<file path="src/rtl/fetch_pkg.sv">
// Shared definitions for the instruction fetch unit: FSM states, queue entry
// layout, default queue depth and PC stepping helpers.
package fetch_pkg;

   localparam int QDEPTH_DEF = 4;

   localparam logic [63:0] PC_STEP       = 64'd4;
   localparam logic [63:0] PC_ALIGN_MASK = ~64'h3;

   typedef enum logic [1:0] {
      ST_BOOT  = 2'd0,
      ST_RUN   = 2'd1,
      ST_FLUSH = 2'd2
   } fetch_state_e;

   typedef struct packed {
      logic [63:0] pc;
      logic [31:0] instr;
   } fetch_entry_t;

   function automatic logic [63:0] alignPc(input logic [63:0] pc);
      return pc & PC_ALIGN_MASK;
   endfunction

endpackage

</file>
<file path="src/rtl/fetch_fifo.sv">
// Prefetch queue: pointer-based circular buffer whose head entry is held in a
// dedicated register so the consumer sees a flop output, not a RAM read mux.
module fetch_fifo
   import fetch_pkg::*;
#(
   parameter int DEPTH = QDEPTH_DEF,
   parameter int CW    = $clog2(DEPTH + 1)
) (
   input  logic          i_clk,
   input  logic          i_reset,
   input  logic          i_flush,
   input  logic          i_push,
   input  fetch_entry_t  i_data,
   input  logic          i_pop,
   output fetch_entry_t  o_head,
   output logic          o_full,
   output logic          o_empty,
   output logic [CW-1:0] o_count
);

   localparam int PW = $clog2(DEPTH);

   fetch_entry_t  r_mem [DEPTH];
   fetch_entry_t  r_head;
   logic [PW-1:0] r_rdPtr;
   logic [PW-1:0] r_wrPtr;
   logic [PW-1:0] w_rdNext;
   logic [CW-1:0] r_count;
   logic          w_push;
   logic          w_pop;

   assign w_push   = i_push && !i_flush;
   assign w_pop    = i_pop && !o_empty;
   assign w_rdNext = r_rdPtr + PW'(1);

   assign o_head  = r_head;
   assign o_count = r_count;
   assign o_empty = (r_count == '0);
   assign o_full  = (r_count == CW'(DEPTH));

   // Storage array is written without reset; only the pointers define validity.
   always_ff @(posedge i_clk) begin
      if (w_push) begin
         r_mem[r_wrPtr] <= i_data;
      end
   end

   // Pointers, occupancy and the registered head copy of the oldest entry.
   always_ff @(posedge i_clk or posedge i_reset) begin
      if (i_reset) begin
         r_rdPtr <= '0;
         r_wrPtr <= '0;
         r_count <= '0;
         r_head  <= '0;
      end else if (i_flush) begin
         r_rdPtr <= '0;
         r_wrPtr <= '0;
         r_count <= '0;
      end else begin
         if (w_push) begin
            r_wrPtr <= r_wrPtr + PW'(1);
         end
         if (w_pop) begin
            r_rdPtr <= w_rdNext;
         end
         case ({w_push, w_pop})
            2'b10:   r_count <= r_count + CW'(1);
            2'b01:   r_count <= r_count - CW'(1);
            default: r_count <= r_count;
         endcase
         if (w_pop) begin
            if (r_count == CW'(1)) begin
               if (w_push) begin
                  r_head <= i_data;
               end
            end else begin
               r_head <= r_mem[w_rdNext];
            end
         end else if ((r_count == '0) && w_push) begin
            r_head <= i_data;
         end
      end
   end

endmodule

</file>
<file path="src/rtl/fetch_unit.sv">
// Instruction fetch unit: boots from startpc, streams word-aligned requests to
// instruction memory while queue space allows, buffers responses in order and
// flushes on redirect. Optional feature macro: FETCH_PERF_EN adds the
// perf_bubbles counter output.
module fetch_unit
   import fetch_pkg::*;
#(
   parameter int QDEPTH = QDEPTH_DEF
) (
   input  logic        CLK,
   input  logic        reset,
   input  logic [63:0] startpc,
   output logic        imem_req_valid,
   output logic [63:0] imem_req_addr,
   input  logic        imem_req_ready,
   input  logic        imem_rsp_valid,
   input  logic [31:0] imem_rsp_data,
   output logic        out_valid,
   output logic [63:0] out_pc,
   output logic [31:0] out_instr,
   input  logic        out_ready,
   input  logic        redirect,
   input  logic [63:0] redirect_pc
`ifdef FETCH_PERF_EN
   ,
   output logic [31:0] perf_bubbles
`endif
);

   localparam int CW = $clog2(QDEPTH + 1);

   fetch_state_e  r_state;
   fetch_state_e  w_nextState;
   logic [63:0]   r_fetchPc;
   logic [63:0]   w_rspPc;
   logic [CW-1:0] r_outstanding;
   logic [CW-1:0] w_occ;
   logic [CW:0]   w_inFlight;
   logic          w_reqFire;
   logic          w_rspTaken;
   logic          w_rspPush;
   logic          w_pop;
   logic          w_full;
   logic          w_empty;
   fetch_entry_t  w_pushEntry;
   fetch_entry_t  w_head;

   assign w_inFlight  = {1'b0, w_occ} + {1'b0, r_outstanding};
   assign w_reqFire   = imem_req_valid && imem_req_ready;
   assign w_rspTaken  = imem_rsp_valid && (r_outstanding != '0);
   assign w_rspPush   = w_rspTaken && (r_state == ST_RUN) && !redirect;
   assign w_pop       = out_valid && out_ready;
   assign w_rspPc     = r_fetchPc - (64'(r_outstanding) << 2);
   assign w_pushEntry = '{pc: w_rspPc, instr: imem_rsp_data};

   assign imem_req_addr = r_fetchPc;
   assign out_valid     = !w_empty;
   assign out_pc        = w_head.pc;
   assign out_instr     = w_head.instr;

   fetch_fifo #(
      .DEPTH (QDEPTH),
      .CW    (CW)
   ) u_fifo (
      .i_clk   (CLK),
      .i_reset (reset),
      .i_flush (redirect),
      .i_push  (w_rspPush),
      .i_data  (w_pushEntry),
      .i_pop   (w_pop),
      .o_head  (w_head),
      .o_full  (w_full),
      .o_empty (w_empty),
      .o_count (w_occ)
   );

   // Occupancy plus outstanding never exceeds QDEPTH, so a push can never hit a full queue.
   a_noPushWhenFull: assert property (@(posedge CLK) !(w_rspPush && w_full));

   // FSM state register.
   always_ff @(posedge CLK or posedge reset) begin
      if (reset) begin
         r_state <= ST_BOOT;
      end else begin
         r_state <= w_nextState;
      end
   end

   // Next-state and request generation; redirect overrides every state.
   always_comb begin
      w_nextState    = r_state;
      imem_req_valid = 1'b0;
      unique case (r_state)
         ST_BOOT: begin
            w_nextState = ST_RUN;
         end
         ST_RUN: begin
            imem_req_valid = (w_inFlight < (CW + 1)'(QDEPTH));
         end
         ST_FLUSH: begin
            if (r_outstanding == '0) begin
               w_nextState = ST_RUN;
            end
         end
         default: begin
            w_nextState = ST_BOOT;
         end
      endcase
      if (redirect) begin
         w_nextState = ST_FLUSH;
      end
   end

   // Fetch PC: boot load, redirect reload, or sequential advance on each accepted request.
   always_ff @(posedge CLK or posedge reset) begin
      if (reset) begin
         r_fetchPc <= '0;
      end else if (redirect) begin
         r_fetchPc <= alignPc(redirect_pc);
      end else if (r_state == ST_BOOT) begin
         r_fetchPc <= alignPc(startpc);
      end else if (w_reqFire) begin
         r_fetchPc <= r_fetchPc + PC_STEP;
      end
   end

   // Outstanding requests: stale ones issued around a redirect still count until their response drains.
   always_ff @(posedge CLK or posedge reset) begin
      if (reset) begin
         r_outstanding <= '0;
      end else begin
         case ({w_reqFire, w_rspTaken})
            2'b10:   r_outstanding <= r_outstanding + CW'(1);
            2'b01:   r_outstanding <= r_outstanding - CW'(1);
            default: r_outstanding <= r_outstanding;
         endcase
      end
   end

`ifdef FETCH_PERF_EN
   logic [31:0] r_perfBubbles;

   assign perf_bubbles = r_perfBubbles;

   // Saturating count of cycles where decode wanted an instruction but none was ready.
   always_ff @(posedge CLK or posedge reset) begin
      if (reset) begin
         r_perfBubbles <= '0;
      end else if (out_ready && !out_valid && (r_state != ST_BOOT) && (r_perfBubbles != '1)) begin
         r_perfBubbles <= r_perfBubbles + 32'd1;
      end
   end
`endif

endmodule

</file>
<file path="config.mk">
export PLATFORM = sky130hd
export DESIGN_NAME = fetch_unit
export DESIGN_NICKNAME = d
export VERILOG_FILES = /design/src/rtl/fetch_pkg.sv /design/src/rtl/fetch_fifo.sv /design/src/rtl/fetch_unit.sv
export SDC_FILE = /design/constraint.sdc
export NUM_CORES = 1
export LEC_CHECK = 0
export ABC_AREA = 1
export CORE_AREA = 2 2 240 242
export CTS_CLUSTER_DIAMETER = 80
export DETAILED_ROUTE_END_ITERATION = 8
export DIE_AREA = 0 0 242 244
export PLACE_DENSITY = 0.72
export SYNTH_ARGS = -nofsm -noshare
export SYNTH_HDL_FRONTEND = slang
export SYNTH_SLANG_ARGS = --single-unit
</file>
<file path="constraint.sdc">
create_clock -name CLK -period 16.1 [get_ports CLK]
set_input_delay 2.415 -clock CLK [delete_from_list [all_inputs] [get_ports CLK]]
set_output_delay 2.415 -clock CLK [all_outputs]
set_load 0.02 [all_outputs]
</file>
==> flow_metrics.tcl, run 1 <==
set metrics [dict create \
    met1_usage_pct 39.6 \
    die_y_um 244 \
    cts_setup_buffers 0 \
    setup_viol 0 \
    antenna_found_initial 0 \
    gp_congestion 1.02 \
    synth.most_common_cell "nand2_1" \
    synth_top_area_share_pct 42.0 \
    max_freq_mhz 195 \
    crit_start "out_ready" \
    slew_violations 0 \
    layout_min_cycle_time_ns 5.13 \
    cts_resized 0 \
    dpl.hpwl_mm 57.6 \
    drcViolationCount 0 \
    syn_area_per_cell_sq_um 8.99 \
    post_drt_via_cell_ratio 5.60 \
    grt_max_degree 98 \
    grt.total_usage_pct 28.6 \
    io_pins 328 \
    yosysWarnings 0 \
    crit_fanout 97 \
    fin_crit_sh_pct 31.9 \
    path_cells "clkdlybuf4s50_1 -> nand2_2 -> inv_2 -> a31oi_1 -> nand2_4 -> buf_4 -> inv_2 -> o211ai_1 -> nand2_1" \
    tritoncts "built" \
    grt_pass1_wl_mm 130 \
    synth.cell_area_sq_um 26900 \
    die_w_um 242 \
    regArea_sq_um 15500 \
    grt-ovfl-total 0 \
    syn_to_final_growth_pct 20.5 \
    wl_per_cell_um 21.4 \
    gr-usage-met2_pct 46.7 \
    crit_top_cell "inv_2" \
    grt_pass1_vias 21643 \
    ys_seq_area_share_pct 57.7 \
    required_ns 16.63 \
    cp_num_buf_inv 4 \
    cts_buffers 55 \
    stdcell_count 4027 \
    rsz0062_at_grt "false" \
    synth_commonest_cells "nand2_1 (911), edfxtp_1 (376), nor2_1 (373)" \
    hp-start "u_fifo.o_head[79]" \
    finClkSkew_ns 0.0461 \
    num_vias 22532 \
    cts_root_buf "clkbuf_16" \
    final_antenna_net_count 0 \
    max_cap_violations 0 \
    critPathKind "input port to register" \
    ys_top_cells_by_area "edfxtp_1 (42%), dfrtp_1 (16%), nand2_1 (13%), nor2_1 (5.2%), o21ai_0 (3.5%)" \
    busiest_layer "met2" \
    placed_cells 3924 \
    die_area_sq_um 59000 \
    routed_wirelength_mm 86.1 \
    nFillCells 4910 \
    yosysUniqueCellTypes 47 \
    clock_sinks 544 \
    critPathSlowestCell "buf_4" \
    synth-seq-cells 544 \
    coreArea_sq_um 56200 \
    syn_inst 2989 \
    pwr_density_cell_nw_per_um2 179 \
    nets 3408 \
    first_pass_iters 6 \
    gr-usage-met3_pct 4.16 \
    synthArstFlopShare_pct 30.9 \
    hp-class "register to register" \
    status "finished clean" \
    critPathLaunchType "input port" \
    start_util_pct 47.8 \
    clk_pin_slew_worst_paths_ns 0.06 \
    critPathArrivalTime_ns 5.66 \
    synth.largest_area_cell "edfxtp_1" \
    worst_r2r_startpoint "u_fifo.o_count[0]" \
    rows 87 \
    antenna_cells 0 \
    layout-drive-gt1-share_pct 6.88 \
    synthFlopType "edfxtp_1" \
    multiInputGateArea_sq_um 10100 \
    first_iter_violations 2103 \
    slew_headroom_pct 27.6 \
    crit_path_max_incr_delay_ns 0.81 \
    clock_latency_ns 0.65 \
    portBuffers 319 \
    synth_edf_count 376 \
    postCtsHoldBufs 0 \
    hold_violations 0 \
    critPathTopFamily "buffers and inverters" \
    ir_drop_uv 132 \
    worstMarginPinSlew_ns 1.09 \
    clockBufferDepth 3 \
    setup_tns_ns 0 \
    setup.worst_path.end_class "register" \
    p_leak_nw 12.7 \
    h-tree-depth 2 \
]
==> area by class of cell <==
type / instances / share of cell area, %
clock buffer: 70 / 4.64
clock inverter: 33 / 1.34
inverter: 139 / 1.63
multi-input combinational: 2139 / 31.2
sequential: 544 / 47.8
tap: 756 / 2.92
timing repair buffer: 346 / 10.5
==> sequential cells by signal (all words and copies together) (netlist names) <==
signal          cells
u_fifo.r_mem      376
u_fifo.o_head      94
imem_req_addr      62
r_outstanding       3
u_fifo.o_count      3
r_state             2
u_fifo.r_rdPtr      2
u_fifo.r_wrPtr      2
==> layer usage <==
layer  vias to the layer above  wire, um
li1                      10498         -
met1                     10874     36200
met2                      1013     40600
met3                       147      6830
met4                         0      2550
met5                         -         0
==> report_power, final <==
part | leakage [nW] | total [W] | switching [W] | internal [W]
registers | 5.43 | 0.00219 | 0.000379 | 0.00181
logic | 6.34 | 0.00225 | 0.00148 | 0.000776
clock network | 0.937 | 0.00135 | 0.000570 | 0.000781
==> worst min-delay path, stage by stage (launching register included) <==
cell and delay [ns]:
dfrtp_1 0.34, nand2_1 0.05, nand2_1 0.06
==> path summary, 6_finish.rpt <==
| kind | cells after the start | endpoint | slack, ns |
|---|---|---|---|
| worst max-delay path | 9 | u_fifo.o_head[45] | 10.97 |
| worst min-delay path | 2 | u_fifo.o_head[79] | 0.48 |
| worst max register to register | 11 | u_fifo.o_head[45] | 12.39 |
| worst min register to register | 2 | u_fifo.o_head[79] | 0.48 |
| max in group asynchronous | 3 | u_fifo.o_head[49] | 12.50 |
| min in group asynchronous | 2 | u_fifo.o_head[4] | 2.29 |
==> through the flow <==
stage	total power, W	hold WS (ns)	cell area (sq um)	util [%]	setup WS [ns]
6_report	0.00580	0.479	32400	57.7	10.97
5_1_grt	0.00609	0.497	32400	57.7	10.73
4_1_cts	0.00579	0.485	32400	57.7	10.99
3_5_place_dp	0.00443	0.466	30400	54.2	10.33
3_3_place_gp	0.00438	0.465	30400	54.2	10.34
2_1_floorplan	0.00345	0.471	26900	-	8.87
==> placed cells by master (no fill, tap or decap), types with 7 or more instances in the layout <==
cell type	count
inv_2	13
a22oi_1	26
clkbuf_16	55
nand3_1	152
buf_4	27
a211oi_1	18
nor3_1	10
nor2_4	27
clkinv_2	9
xor2_1	45
nor2_2	31
inv_1	123
clkbuf_1	8
bufinv_16	7
a22o_1	31
dfrtp_1	167
a31oi_1	7
nand2_2	17
o21ai_1	61
nand2_1	910
clkinv_1	8
o211ai_1	8
clkdlybuf4s50_1	318
o22ai_1	11
a21oi_1	159
nor2_1	369
edfxtp_1	376
clkbuf_8	7
nand4_1	18
ha_1	15
o21ai_0	187
==> cell families (layout without fill, tap and decap cells) <==
group,Yosys count,after routing,share of synthesized area (%)
AND/OR/NAND/NOR,1549,1549,23.9
flip-flops,544,544,57.7
XOR/XNOR,54,54,1.90
other,1,4,0.0140
AO/OA/AOI/OAI,515,515,10.7
buffers and inverters,309,588,5.02
adder cells (fa/ha/maj),17,17,0.848
Note: power is estimated with default switching activity, not from simulation.
==> run 2, diff against run 1 <==
PLACE_DENSITY = 0.75   (was 0.72)
clock period = 4.7 ns   (was 16.1 ns; I/O delays follow)
==> run 2 against run 1 <==
- non-clock buffer count grew 5
- critical endpoint is now imem_req_valid
- setup slack worse by 9.4 ns
- design area grew 0.23%
- routed wire length fell by 3.8%
- sequential share of layout area fell by 0.11 points
- clock skew rose by 0.010 ns
- die area unchanged
- critical path depth is 4 lower
- global-route usage decreased by 0.93 points
==> flow_metrics.tcl, run 2 (synthesized netlist as in run 1, its figures left out) <==
set metrics [dict create \
    status "finished clean" \
    tritoncts "built" \
    antenna_cells 0 \
    regToRegSetupSlack_ns 1.70 \
    hp-class "register to register" \
    max_cap_violations 0 \
    power.total_w 0.0197 \
    grt.total_usage_pct 27.6 \
    largest_register_ffs 376 \
    regArea_sq_um 15500 \
    regMostFlops "u_fifo.r_mem" \
    fin_crit_sh_pct 66.9 \
    final_common_cell "nand2_1" \
    setup_ws_ns 1.56 \
    utilization_pct 57.8 \
    clock_sinks 544 \
    hp-start "u_fifo.o_head[87]" \
    worst_r2r_startpoint "imem_req_addr[2]" \
    io_pins 328 \
    drcViolationCount 0 \
    hold_end "u_fifo.o_head[87]" \
    rows 87 \
    grt_pass1_wl_mm 126 \
    start_util_pct 47.8 \
    slew_violations 0 \
    clockBufferDepth 3 \
    max_freq_mhz 318 \
    dp_slack_ns 1.44 \
    die_w_um 242 \
    first_iter_violations 2135 \
    setup_viol 0 \
    pwr_density_cell_nw_per_um2 606 \
    setup_tns_ns 0 \
    r2r_end "u_fifo.r_mem[0][72]" \
    die_y_um 244 \
    layout_common_cells "nand2_1 (910), edfxtp_1 (376), nor2_1 (369)" \
    antenna_found_initial 0 \
    gp_congestion 0.980 \
    whs_path_depth 2 \
    ir_drop_uv 444 \
    h-tree-depth 2 \
    cts_setup_buffers 0 \
    grt_max_degree 130 \
    wl_per_cell_um 20.5 \
    rsz0062_at_grt "false" \
    dpl.hpwl_mm 55.4 \
    finClkSkew_ns 0.0562 \
    final_antenna_net_count 0 \
    grt_pass1_vias 21067 \
    slew_headroom_pct 32.3 \
    die_area_sq_um 59000 \
    cts_buffers 56 \
    grt-ovfl-total 0 \
    cts_root_buf "clkbuf_16" \
    clock_latency_ns 0.66 \
    first_pass_iters 5 \
    whs_ns 0.476 \
    routed_wirelength_mm 82.8 \
    hold_violations 0 \
    ff2ff_path_depth 13 \
    nFillCells 4933 \
    layout_min_cycle_time_ns 3.14 \
    clk_pin_slew_worst_paths_ns 0.06 \
    portBuffers 319 \
    critPathKind "register to output port" \
    p_leak_nw 12.7 \
    nets 3414 \
    coreArea_sq_um 56200 \
    required_ns 3.99 \
    multiInputGateArea_sq_um 10100 \
    layout-drive-gt1-share_pct 6.98 \
    critPathLaunchType "register" \
    setup.worst_path.end_class "output port" \
    num_vias 22232 \
    cts_resized 0 \
    worstMarginPinSlew_ns 1.01 \
    critPathArrivalTime_ns 2.44 \
    syn_to_final_growth_pct 20.8 \
    post_drt_via_cell_ratio 5.51 \
    postCtsHoldBufs 0 \
    crit_fanout 3 \
]
## run 2: cell types whose count changed in the layout (fill, tap and decap cells not counted), sizes merged
cell	delta
clkbuf	-1
buf	+5
clkinvlp	+1
clkinv	+5
inv	+1
bufinv	-3
## run 2: cell type report
type	count	share of cell area [%]
flip-flops and latches	544	47.7
multi-input cells	2139	31.1
repair buffers	351	10.9
clock buffers	69	4.50
well taps	756	2.91
inverters	139	1.62
clock inverters	37	1.20
## run 2: where the power goes
| group | switching (W) | internal [W] | total, W |
|---|---|---|---|
| clock network | 0.00197 | 0.00247 | 0.00444 |
| logic | 0.00504 | 0.00269 | 0.00772 |
| registers | 0.00129 | 0.00621 | 0.00750 |
| total | 0.00830 | 0.0114 | 0.0197 |
## run 2: how the worst max path moves through the flow
stage / startpoint / to / slack [ns] / cells past startpoint
4_1_cts: u_fifo.o_count[2] / imem_req_valid / 1.48 / 5
3_3_place_gp: imem_rsp_valid / u_fifo.r_mem[0][76] / 1.45 / 6
3_5_place_dp: imem_rsp_valid / u_fifo.r_mem[0][76] / 1.44 / 6
6_report: u_fifo.o_count[2] / imem_req_valid / 1.56 / 5
5_1_grt: u_fifo.o_count[2] / imem_req_valid / 1.45 / 5
2_1_floorplan: imem_rsp_valid / u_fifo.r_mem[0][0] / -0.82 / 4
## run 2: layer usage
layer  routed length, um  vias up  GRT usage (%)  share of wire, %
li1                    -    10493              -                 -
met1               34100    10561           37.2                41
met2               38500     1023           44.8                46
met3                7000      155           5.02               8.4
met4                3250        0           10.6               3.9
met5                   0        -              0                 0
## run 2: through the flow
stage,area (sq um),std cells
after CTS,32500,4035
after floorplan,26900,2992
after global routing,32500,4035
after global placement,30600,3929
after detailed placement,30600,3929
final,32500,4035
## run 2: critical path: stages, from the launching register on
cell,delay [ns]
dfrtp_1,0.41
ha_1,0.29
nor3_1,0.20
nand2_1,0.07
nor2_1,0.18
clkdlybuf4s50_1,0.64
